**config.mk**
```make
export PLATFORM = sky130hd
export DESIGN_NAME = pc_unit
export DESIGN_NICKNAME = d
export VERILOG_FILES = /design/src/rtl/pc_unit.sv
export SDC_FILE = /design/constraint.sdc
export NUM_CORES = 1
export LEC_CHECK = 0
export ABC_AREA = 1
export BUFFER_PORTS_ARGS = -buffer_cell sky130_fd_sc_hd__buf_2
export CAP_MARGIN = 20
export CORE_AREA = 2 2 179 181
export CTS_CLUSTER_SIZE = 10
export DETAILED_ROUTE_END_ITERATION = 8
export DIE_AREA = 0 0 181 183
export GPL_TIMING_DRIVEN = 0
export HOLD_SLACK_MARGIN = 0.12
export SYNTH_ARGS = -nofsm -noshare
export SYNTH_HDL_FRONTEND = slang
export SYNTH_SLANG_ARGS = --single-unit
```
**constraint.sdc**
```tcl
create_clock -name clk -period 5.6 [get_ports clk]
set_clock_uncertainty 0.2 [all_clocks]
set_input_delay 0.28 -clock clk [delete_from_list [all_inputs] [get_ports clk]]
set_output_delay 0.28 -clock clk [all_outputs]
set_load 0.05 [all_outputs]
```
**src/rtl/pc_unit.sv**
```systemverilog
// -----------------------------------------------------------------------------
// pc_unit -- fetch-stage program counter with redirect, stall, misaligned-jump
// detection and a circular return-address stack (RAS).
//
// Parameters:
//   XLEN          address width in bits
//   RESET_VECTOR  PC value loaded on reset
//   STEP          sequential increment in bytes
//   RAS_DEPTH     number of RAS entries (power of two, >= 2)
//
// Ports:
//   clk               rising-edge clock
//   reset             asynchronous, active-high reset
//   stall             hold the PC this cycle (redirects still win)
//   jump_enable       take jump_address (if word aligned)
//   jump_address      jump/branch target
//   trap_enable       take trap_vector (highest priority, never checked)
//   trap_vector       trap handler address
//   ras_push          push push_address onto the RAS
//   push_address      return address to push
//   ras_pop           pop the top RAS entry
//   address_out       current PC
//   next_address_out  address_out + STEP (wraps)
//   ras_top           top RAS entry, 0 when empty
//   ras_valid         RAS non-empty
//   misaligned        one-cycle pulse: a jump was rejected last cycle
//   fault_address     target of the most recently rejected jump
// -----------------------------------------------------------------------------
module pc_unit #(
  parameter int              XLEN         = 32,
  parameter logic [XLEN-1:0] RESET_VECTOR = '0,
  parameter int              STEP         = 4,
  parameter int              RAS_DEPTH    = 4
) (
  input  logic            clk,
  input  logic            reset,
  input  logic            stall,
  input  logic            jump_enable,
  input  logic [XLEN-1:0] jump_address,
  input  logic            trap_enable,
  input  logic [XLEN-1:0] trap_vector,
  input  logic            ras_push,
  input  logic [XLEN-1:0] push_address,
  input  logic            ras_pop,
  output logic [XLEN-1:0] address_out,
  output logic [XLEN-1:0] next_address_out,
  output logic [XLEN-1:0] ras_top,
  output logic            ras_valid,
  output logic            misaligned,
  output logic [XLEN-1:0] fault_address
);

  localparam int PTR_W = $clog2(RAS_DEPTH);
  localparam int CNT_W = PTR_W + 1;
  localparam logic [CNT_W-1:0] CNT_FULL = CNT_W'(RAS_DEPTH);

  // ---------------------------------------------------------------------------
  // Program counter
  // ---------------------------------------------------------------------------
  logic [XLEN-1:0] pc_reg, pc_next;
  logic            misaligned_reg, misaligned_next;
  logic [XLEN-1:0] fault_reg, fault_next;

  assign next_address_out = pc_reg + XLEN'(STEP);

  always_comb begin
    pc_next         = pc_reg;
    misaligned_next = 1'b0;
    fault_next      = fault_reg;
    if (trap_enable) begin
      pc_next = trap_vector;
    end else if (jump_enable && (jump_address[1:0] == 2'b00)) begin
      pc_next = jump_address;
    end else begin
      // A rejected jump is reported but otherwise behaves like no jump at
      // all, so the stall still applies to it.
      if (jump_enable) begin
        misaligned_next = 1'b1;
        fault_next      = jump_address;
      end
      if (!stall) begin
        pc_next = next_address_out;
      end
    end
  end

  always_ff @(posedge clk or posedge reset) begin
    if (reset) begin
      pc_reg         <= RESET_VECTOR;
      misaligned_reg <= 1'b0;
      fault_reg      <= '0;
    end else begin
      pc_reg         <= pc_next;
      misaligned_reg <= misaligned_next;
      fault_reg      <= fault_next;
    end
  end

  assign address_out   = pc_reg;
  assign misaligned    = misaligned_reg;
  assign fault_address = fault_reg;

  // ---------------------------------------------------------------------------
  // Return-address stack: ptr_reg points at the next free slot, the top entry
  // lives at ptr_reg-1. When full, a push silently overwrites the oldest entry
  // because the pointer simply wraps onto it.
  // ---------------------------------------------------------------------------
  logic [XLEN-1:0]  ras_mem [RAS_DEPTH];
  logic [PTR_W-1:0] ptr_reg, ptr_next;
  logic [CNT_W-1:0] count_reg, count_next;
  logic [PTR_W-1:0] top_idx;
  logic             ras_empty;
  logic             mem_we;
  logic [PTR_W-1:0] mem_waddr;

  assign top_idx   = ptr_reg - PTR_W'(1);
  assign ras_empty = (count_reg == '0);

  always_comb begin
    ptr_next   = ptr_reg;
    count_next = count_reg;
    mem_we     = 1'b0;
    mem_waddr  = ptr_reg;
    if (ras_push && ras_pop && !ras_empty) begin
      // Return followed by a call: replace the top entry in place.
      mem_we    = 1'b1;
      mem_waddr = top_idx;
    end else if (ras_push) begin
      mem_we   = 1'b1;
      ptr_next = ptr_reg + PTR_W'(1);
      if (count_reg != CNT_FULL) begin
        count_next = count_reg + CNT_W'(1);
      end
    end else if (ras_pop && !ras_empty) begin
      ptr_next   = top_idx;
      count_next = count_reg - CNT_W'(1);
    end
  end

  always_ff @(posedge clk or posedge reset) begin
    if (reset) begin
      ptr_reg   <= '0;
      count_reg <= '0;
    end else begin
      ptr_reg   <= ptr_next;
      count_reg <= count_next;
    end
  end

  // Storage is not reset; an empty stack masks it on the read side.
  always_ff @(posedge clk) begin
    if (mem_we) begin
      ras_mem[mem_waddr] <= push_address;
    end
  end

  assign ras_top   = ras_empty ? '0 : ras_mem[top_idx];
  assign ras_valid = !ras_empty;

endmodule

```
==> results of run 1 <==
[area by class of cell]
class / count / area, µm²
Antenna cell: 1 / 2.50
Buffer: 44 / 214
Clock buffer: 17 / 425
Clock inverter: 15 / 185
Fill cell: 3092 / 18500
Inverter: 87 / 329
Multi-Input combinational cell: 634 / 3090
Sequential cell: 198 / 5600
Tap cell: 402 / 503
Timing Repair Buffer: 345 / 2340
[through the flow]
step	setup TNS [ns]	util, %	cells	setup WS [ns]	hold slack, ns
finish	0	40.6	1743	2.71	0.146
global route	0	40.6	1742	2.53	0.174
CTS	0	40.6	1742	2.59	0.133
detailed placement	0	35.3	1606	2.76	-0.0128
global placement	-9.10	34.8	1597	-0.176	0.261
floorplan	0	-	963	1.26	0.179
[final timing paths]
| kind | from | endpoint |
|---|---|---|
| setup / recovery | ptr_reg[0]$_DFFE_PP0P_ | ras_top[4] |
| hold / removal | trap_enable | address_out[1]$_DFFE_PP0P_ |
| setup reg to reg | count_reg[0]$_DFFE_PP0P_ | ras_mem[2][2]$_DFFE_PP_ |
| hold reg to reg | fault_address[14]$_DFFE_PP0P_ | fault_address[14]$_DFFE_PP0P_ |
| max in group asynchronous | reset | fault_address[13]$_DFFE_PP0P_ |
| min in group asynchronous | reset | misaligned$_DFF_PP0_ |
[metal layers]
layer / vias up / routed length [µm]
li1: 3910 / -
met1: 3807 / 12900
met2: 314 / 14500
met3: 30 / 1900
met4: 0 / 504
met5: - / 0
[worst max-delay path, stage by stage, from the launching register on]
cell,delay [ns]
dfrtp_1,0.36
buf_2,0.18
inv_1,0.08
nor2_2,0.06
inv_1,0.16
clkbuf_1,0.47
nand2_1,0.11
a31oi_1,0.23
buf_2,0.32
[layout by cell type (no fill, tap or decap), types with 2 or more instances in the layout]
cell type / count
inv_6: 4
a21oi_1: 17
buf_2: 243
clkbuf_8: 2
inv_8: 2
nand2_1: 332
xor2_2: 6
nor2_1: 81
o211ai_1: 5
buf_4: 3
buf_6: 6
nand3b_1: 6
clkinv_8: 4
buf_16: 2
inv_1: 84
a22oi_1: 8
inv_12: 3
and2_1: 2
o21ai_0: 54
nand3_1: 21
xor2_1: 12
nor2_2: 8
dfrtp_1: 70
a22o_1: 32
clkbuf_1: 27
clkbuf_16: 17
nor3_2: 2
a31oi_1: 28
dlygate4sd3_1: 104
nand2_2: 5
edfxtp_1: 128
nor2_4: 9
[power by group]
part	switching [mW]	leakage, nW	internal [mW]
registers	0.134	2.02	1.88
clock network	0.659	0.297	0.614
logic	2.16	3.41	0.712
total	2.95	5.73	3.20
[logic make-up after synthesis]
group | synth area share, %
AO/OA/AOI/OAI | 10.1
flip-flops | 60.8
XOR/XNOR | 2.30
buffers and inverters | 5.88
adder cells (fa/ha/maj) | 0.354
AND/OR/NAND/NOR | 20.6
==> impl_metrics.csv, run 1 <==
group,metric,value,unit
run_status,status,"complete, no violations",
routing,dr.pass1.iters,5,
clock_tree,clk_pin_slew,0.09,ns
logic_synthesis,avgSynthCellArea,9.55,µm²
routing,drc,0,
clock_tree,clockBufferDepth,2,
die,num_rows,65,
timing,period_share,51.6,%
min_path,hold_class,"in2reg",
logic_synthesis,synth.distinct_cells,34,
global_routing,met1_usage,23.3,%
logic_synthesis,synth_cells,963,
logic_synthesis,async_flop_share,35.4,%
clock_tree,cts_tree,"yes",
logic_synthesis,synth_flop_cell,"edfxtp_1",
routing,routed_wl,29800,µm
timing,max_slew_margin,51.7,%
routing,vias,8061,
die,fp.dieH,183,µm
final_layout,num-nets-final,1432,
routing,drt-initial-drc-count,494,
die,start_util,29.5,%
die,io_pins,233,
global_routing,busiest_layer,"met2",
final_layout,largest_reg_flops,128,
routing,vias_per_cell,4.62,
setup_path,path_class,"reg2out",
power_and_ir_drop,p_total,6.16,mW
clock_tree,cts_num_sinks,198,
global_routing,grt_use_total,18.0,%
global_routing,grt_max_degree,65,
min_path,hold_depth,4,
timing,fmax,0.346,GHz
timing,tightest_slew,0.720,ns
timing,slew_viol_final,0,
setup_path,r2r_slack,2.74,ns
global_routing,grt_pass1_vias,7934,
place,portBuffers,232,
setup_path,critPathArrivalTime,2.41,ns
clock_tree,clock_latency,0.45,ns
clock_tree,cts_root_buf,"clkbuf_16",
die,dieWidth,181,µm
timing,period_needed,2.89,ns
logic_synthesis,synth-edff-count,128,
logic_synthesis,ys_ff_latch,198,
place,hpwl,21400,µm
clock_tree,cts_buffers,17,
logic_synthesis,synth_common_cells,"332 x nand2_1, 128 x edfxtp_1, 85 x inv_1",
place,place_area,11000,µm²
timing,setup_viol,0,
place,gp_congestion,0.923,
logic_synthesis,yosysTopAreaCell,"edfxtp_1",
final_layout,stdcell_area,12700,µm²
power_and_ir_drop,peakVddDrop,0.248,mV
setup_path,endpoint_kind,"primary output",
die,dieArea,33100,µm²
routing,wl_per_cell,17.1,µm
global_routing,antenna_found_initial,1,
global_routing,grt_util_met2,30.8,%
setup_path,critPathLaunchType,"flip-flop",
clock_tree,htree_levels,4,
job,maxCapViolations,0,
global_routing,grt_use_met3,3.40,%
die,core_area,31200,µm²
setup_path,path_max_fanout,10,
clock_tree,cts_hold_buf,104,
logic_synthesis,synth.area.top_cells,"edfxtp_1 42%, dfrtp_1 19%, nand2_1 14%, inv_1 3.5%, nor2_1 3.4%",
clock_tree,cts-resized-gates,0,
global_routing,overflow,0,
final_layout,top_register,"ras_mem",
logic_synthesis,synth.most_common_cell,"nand2_1",
clock_tree,post_cts_buffers,0,
setup_path,cp.required,5.12,ns
logic_synthesis,synth_top_area_share,41.8,%
setup_path,r2r_cells,7,
final_layout,drive_above_1_share,24.0,%
logic_synthesis,synthesis.nets,1068,
routing,ant_nets,0,
logic_synthesis,synth_seq_area_share,60.8,%
timing,rsz0062_at_grt,"false",
power_and_ir_drop,p_leak,5.73,nW
global_routing,grt_pass1_wl,45500,µm
power_and_ir_drop,power.density,485,nW/µm²
logic_synthesis,synth_area,9200,µm²
final_layout,area_growth,37.9,%
logic_synthesis,yosysWarnings,0,
timing,hold_violations,0,
Power figures use the tool's default switching activity.
==> inputs of run 2 (changes only) <==
- clock period: 5.6 -> 2.7 ns (I/O delays scaled with it)
==> run 2 against run 1 <==
Compared with the run above: routed wire length up 2.4%; die area unchanged; clock-buffer cell count unchanged; combinational power up 120%; critical path type is now in2reg; largest cell class unchanged.
==> impl_metrics.csv, run 2 (synthesis results as in run 1) <==
group,metric,value,unit
clock_tree,clk_pin_slew,0.09,ns
min_path,hold_class,"in2reg",
power_and_ir_drop,intPower,6.91,mW
timing,finalWorstSetupSlack,0.0859,ns
final_layout,num_antenna_cells,0,
setup_path,path_common_cell,"dlygate4sd3_1",
global_routing,overflow,0,
timing,setup_viol,0,
power_and_ir_drop,sequentialPowerShare,31.8,%
setup_path,path_class,"in2reg",
setup_path,critical-path-top-delay-family,"buffers and inverters",
final_layout,fin_cells,1765,
setup_path,cp.required,2.81,ns
timing,period_share,96.8,%
final_layout,top_register,"ras_mem",
clock_tree,cts_tree,"yes",
power_and_ir_drop,power.switching,6.27,mW
power_and_ir_drop,p_leak,5.90,nW
global_routing,grt_pass1_wl,46600,µm
place,preCtsSetupSlack,-0.588,ns
place,portBuffers,232,
final_layout,stdcell_area,13100,µm²
routing,vias,8260,
setup_path,critPathBufInv,5,
place,gp_congestion,0.946,
die,start_util,29.5,%
die,core_area,31200,µm²
setup_path,r2r_slack,0.18,ns
timing,max_slew_margin,50.6,%
place,hpwl,21400,µm
final_layout,drive_above_1_share,26.0,%
routing,dr.pass1.iters,5,
global_routing,grt_max_degree,65,
final_layout,largest_reg_flops,128,
place,placed_cells,1602,
clock_tree,clockBufferDepth,2,
die,fp.dieH,183,µm
power_and_ir_drop,power.density,1000,nW/µm²
setup_path,endpoint_kind,"flip-flop",
timing,slew_viol_final,0,
job,maxCapViolations,0,
power_and_ir_drop,comb_power_share,48.5,%
die,io_pins,233,
final_layout,area_growth,42.7,%
final_layout,post-route-util,42.0,%
routing,drc,0,
timing,fmax,0.383,GHz
timing,tightest_slew,0.741,ns
setup_path,path_cells,"dlygate4sd3_1 -> buf_2 -> nor2_1 -> nand2_2 -> inv_1 -> nor2_4 -> nor2_1 -> dlygate4sd3_1 -> nand2_1 -> dlygate4sd3_1 -> o21ai_0",
clock_tree,cts_root_buf,"clkbuf_16",
clock_tree,clock_latency,0.44,ns
timing,hold_violations,0,
power_and_ir_drop,peakVddDrop,0.708,mV
global_routing,grt_use_total,18.4,%
die,num_rows,65,
global_routing,antenna_found_initial,0,
clock_tree,htree_levels,4,
routing,drt-initial-drc-count,495,
power_and_ir_drop,p_total,13.2,mW
clock_tree,cts_num_sinks,198,
setup_path,cp_slowest_stage_delay,0.57,ns
routing,wl_per_cell,17.3,µm
run_status,status,"complete, no violations",
clock_tree,cts_buffers,17,
final_layout,mostFrequentLayoutCells,"330 x nand2_1, 236 x buf_2, 128 x edfxtp_1",
timing,period_needed,2.61,ns
global_routing,grt_pass1_vias,8311,
place,place_area,11100,µm²
die,dieArea,33100,µm²
setup_path,cp_slowest_cell,"dlygate4sd3_1",
routing,ant_nets,0,
setup_path,path_max_fanout,9,
die,dieWidth,181,µm
final_layout,num-nets-final,1455,
setup_path,critPathArrivalTime,2.73,ns
routing,routed_wl,30500,µm
routing,vias_per_cell,4.68,
power_and_ir_drop,swShare,47.6,%
timing,rsz0062_at_grt,"false",
setup_path,critPathLaunchType,"input port",
power_and_ir_drop,clkPwrFrac,19.7,%
final_layout,layout_commonest_cell,"nand2_1",
-- run 2: cell types whose count changed in the layout (fill, tap and decap cells not counted), sizes merged --
cell,change
dlygate4sd3,+14
clkbuf,+6
clkinvlp,+1
diode,-1
inv,-1
nor2,+2
buf,+1
-- run 2: final timing paths --
check,end,from,cells past startpoint
max in group asynchronous,address_out[15]$_DFFE_PP0P_,reset,5
setup / recovery,address_out[19]$_DFFE_PP0P_,jump_address[1],11
hold / removal,address_out[1]$_DFFE_PP0P_,jump_enable,5
hold reg to reg,fault_address[0]$_DFFE_PP0P_,fault_address[0]$_DFFE_PP0P_,2
setup reg to reg,address_out[20]$_DFFE_PP0P_,address_out[3]$_DFFE_PP0P_,13
min in group asynchronous,fault_address[30]$_DFFE_PP0P_,reset,4
-- run 2: layer usage --
layer  vias up  share of wire, %  global-route usage (%)
li1       3945                 -                       -
met1      3977                42                    22.8
met2       312                50                    32.3
met3        26               6.8                    3.79
met4         0               1.7                    5.50
met5         -                 0                       0
-- run 2: stage by stage --
stage                     setup TNS (ns)  hold slack, ns
after floorplan                        0          0.0339
after global placement           -116.82           0.150
after detailed placement          -36.61          -0.158
after CTS                         -0.264           0.132
after global routing                   0           0.150
final                                  0           0.146
-- run 2: repair_timing --
action	4_1_cts	5_1_grt
setup endpoints to repair	95	147
pin swaps	4	4
gates resized for setup	7	36
hold buffers	118	0
hold endpoints to repair	267	0
cloned	2	0
setup buffers	7	4
-- run 2: final cells by class --
cell class | count | area [µm²]
clock buffer | 17 | 425
sequential | 198 | 5600
fill | 3057 | 18100
clock inverter | 15 | 190
timing repair buffer | 366 | 2620
tap | 402 | 503
buffer | 44 | 240
multi-input combinational | 636 | 3210
inverter | 87 | 333
-- run 2: worst register-to-register path, delay by kind of cell (launching register included) --
family                     cells  cell delay (ns)
and+or+nand+nor               11             1.02
buffers and inverters          1             0.55
adders and majority gates      1             0.18
DFF                            1             0.46
-- run 2: power by group through the flow --
stage               Clock, mW  Combinational [mW]  Sequential [mW]
CTS                      2.65                6.26             4.18
global placement            0                5.78             4.24
finish                   2.60                6.39             4.19
floorplan                   0                3.79             4.66
global route             2.78                6.78             4.25
detailed placement          0                5.94             4.25
==> inputs of run 3 (changes only) <==
- CTS_BUF_LIST: default -> sky130_fd_sc_hd__clkbuf_4
==> run 3 against run 2 <==
Compared with the run above: non-clock buffer count is 117 higher; register-to-register slack better by 0.04 ns; clock power is 36% lower; clock-buffer cell count stayed put; sequential share of layout area is 3.2 points lower; cell count is 6.7% higher; worst setup slack worse by 0.040 ns; sequential cell count stayed put; routed wire length is 5.8% higher; first-iteration DRC count is 21% higher; design area is 8.3% higher; critical path depth is 1 lower; critical path type unchanged; critical endpoint unchanged; largest cell class unchanged; largest power group unchanged; highest routed layer unchanged.
==> impl_metrics.csv, run 3 (synthesis results as in run 1) <==
group,metric,value,unit
global_routing,overflow,0,
timing,slew_viol_final,0,
clock_tree,clockBufferDepth,2,
setup_path,cp.required,3.02,ns
setup_path,path_max_fanout,10,
timing,setup_viol,0,
final_layout,multi_input_area,3310,µm²
place,hpwl,21400,µm
routing,vias,8886,
routing,ant_nets,0,
place,place_area,11100,µm²
setup_path,path_class,"in2reg",
die,start_util,29.5,%
timing,fmax,0.377,GHz
min_path,hold_class,"in2reg",
final_layout,num-nets-final,1572,
clock_tree,cts_buffers,17,
global_routing,grt_pass1_vias,8831,
final_layout,mostFrequentLayoutCells,"326 x nand2_1, 217 x dlygate4sd3_1, 202 x buf_2",
die,dieArea,33100,µm²
job,maxCapViolations,0,
clock_tree,cts_root_buf,"clkbuf_4",
clock_tree,clock_latency,0.59,ns
global_routing,grt_max_degree,65,
timing,period_share,98.3,%
place,preCtsSetupSlack,-0.588,ns
global_routing,grt_use_total,19.0,%
place,portBuffers,232,
global_routing,antenna_found_initial,1,
die,core_area,31200,µm²
final_layout,drive_above_1_share,27.0,%
final_layout,largest_reg_flops,128,
final_layout,fin_cells,1883,
timing,tightest_slew,0.686,ns
die,io_pins,233,
die,dieWidth,181,µm
clock_tree,htree_levels,4,
final_layout,ff_latch_area,5610,µm²
power_and_ir_drop,p_leak,6.33,nW
routing,drt-initial-drc-count,597,
routing,routed_wl,32300,µm
final_layout,fillCellCount,2946,
final_layout,area_growth,54.5,%
place,placed_cells,1602,
final_layout,top_register,"ras_mem",
timing,max_slew_margin,54.3,%
routing,vias_per_cell,4.72,
timing,period_needed,2.65,ns
setup_path,endpoint_kind,"flip-flop",
routing,drc,0,
power_and_ir_drop,peakVddDrop,0.587,mV
clock_tree,cts_num_sinks,198,
power_and_ir_drop,power.density,898,nW/µm²
timing,finalWorstSetupSlack,0.0457,ns
timing,hold_violations,0,
run_status,status,"complete, no violations",
global_routing,grt_pass1_wl,48600,µm
place,gp_congestion,0.946,
die,num_rows,65,
final_layout,stdcell_area,14200,µm²
die,fp.dieH,183,µm
clock_tree,clk_pin_slew,0.21,ns
routing,dr.pass1.iters,5,
clock_tree,cts_tree,"yes",
final_layout,layout_commonest_cell,"nand2_1",
setup_path,critPathArrivalTime,2.97,ns
setup_path,critPathLaunchType,"input port",
routing,wl_per_cell,17.1,µm
-- run 3: cell count changes in the layout (fill, tap and decap cells not counted), moves of 4 or more --
| cell | before | now |
|---|---|---|
| dlygate4sd3_1 | 118 | 217 |
| buf_4 | 10 | 47 |
| buf_2 | 236 | 202 |
| clkbuf_4 | 7 | 35 |
| clkbuf_16 | 17 | 0 |
| dfrtp_1 | 68 | 57 |
| dfrtp_2 | 2 | 13 |
| buf_6 | 1 | 10 |
| clkbuf_2 | 9 | 5 |
| nand2_1 | 330 | 326 |
-- run 3: area by class of cell --
| cell class | instances | area share [%] |
|---|---|---|
| Sequential cell | 198 | 39.5 |
| Timing Repair Buffer | 483 | 27.1 |
| Multi-Input combinational cell | 636 | 23.3 |
| Tap cell | 402 | 3.54 |
| Inverter | 87 | 2.33 |
| Buffer | 44 | 1.97 |
| Clock inverter | 15 | 1.34 |
| Clock buffer | 17 | 0.898 |
| Antenna cell | 1 | 0.0176 |
-- run 3: critical path, cell delays in order --
cell and delay, ns:
dlygate4sd3_1 0.52, buf_2 0.13, inv_2 0.15, clkbuf_1 0.45, nor2_1 0.09, nor2_1 0.17, dlygate4sd3_1 0.62, nand2_1 0.06
dlygate4sd3_1 0.56, o21ai_0 0.08
-- run 3: what timing repair did --
action                     4_1_cts  5_1_grt
gates cloned                     2        1
hold endpoints to repair       310        4
buffers inserted                13       16
gates resized for setup         49       94
hold buffers                   216        1
setup endpoints to repair      111      157
pin swaps                        4       15
-- run 3: worst paths after layout --
check / start / to / slack, ns / depth (start not counted)
worst max-delay path: trap_enable / address_out[19]$_DFFE_PP0P_ / 0.05 / 10
worst min-delay path: jump_address[8] / fault_address[8]$_DFFE_PP0P_ / 0.18 / 4
worst max register to register: address_out[3]$_DFFE_PP0P_ / address_out[19]$_DFFE_PP0P_ / 0.22 / 12
worst min register to register: count_reg[2]$_DFFE_PP0P_ / count_reg[2]$_DFFE_PP0P_ / 0.30 / 1
max in group asynchronous: reset / address_out[13]$_DFFE_PP0P_ / 1.36 / 5
min in group asynchronous: reset / fault_address[30]$_DFFE_PP0P_ / 0.32 / 4
-- run 3: per-stage QoR --
step	hold slack (ns)	power, mW	util [%]	TNS [ns]
2_1_floorplan	0.0339	8.44	-	0
3_3_place_gp	0.150	10.0	35.1	-116.82
3_5_place_dp	-0.158	10.2	35.5	-36.61
4_1_cts	0.121	12.5	44.2	0
5_1_grt	0.136	13.4	45.5	-0.146
6_report	0.176	12.8	45.5	0
-- run 3: routing by layer --
layer | share of wire (%) | track usage (%) | routed length [µm] | vias up
met5 | 0 | 0 | 0 | -
met4 | 2.2 | 5.79 | 698 | 0
met3 | 6.9 | 3.75 | 2210 | 48
met2 | 50 | 34.2 | 16200 | 397
met1 | 41 | 23.2 | 13100 | 4264
li1 | - | - | - | 4177
-- run 3: report_power, final --
part           total (mW)  internal, mW  switching, mW
sequential           4.19          3.89          0.297
clock                1.67         0.454           1.22
combinational        6.90          2.15           4.75
total                12.8          6.49           6.26
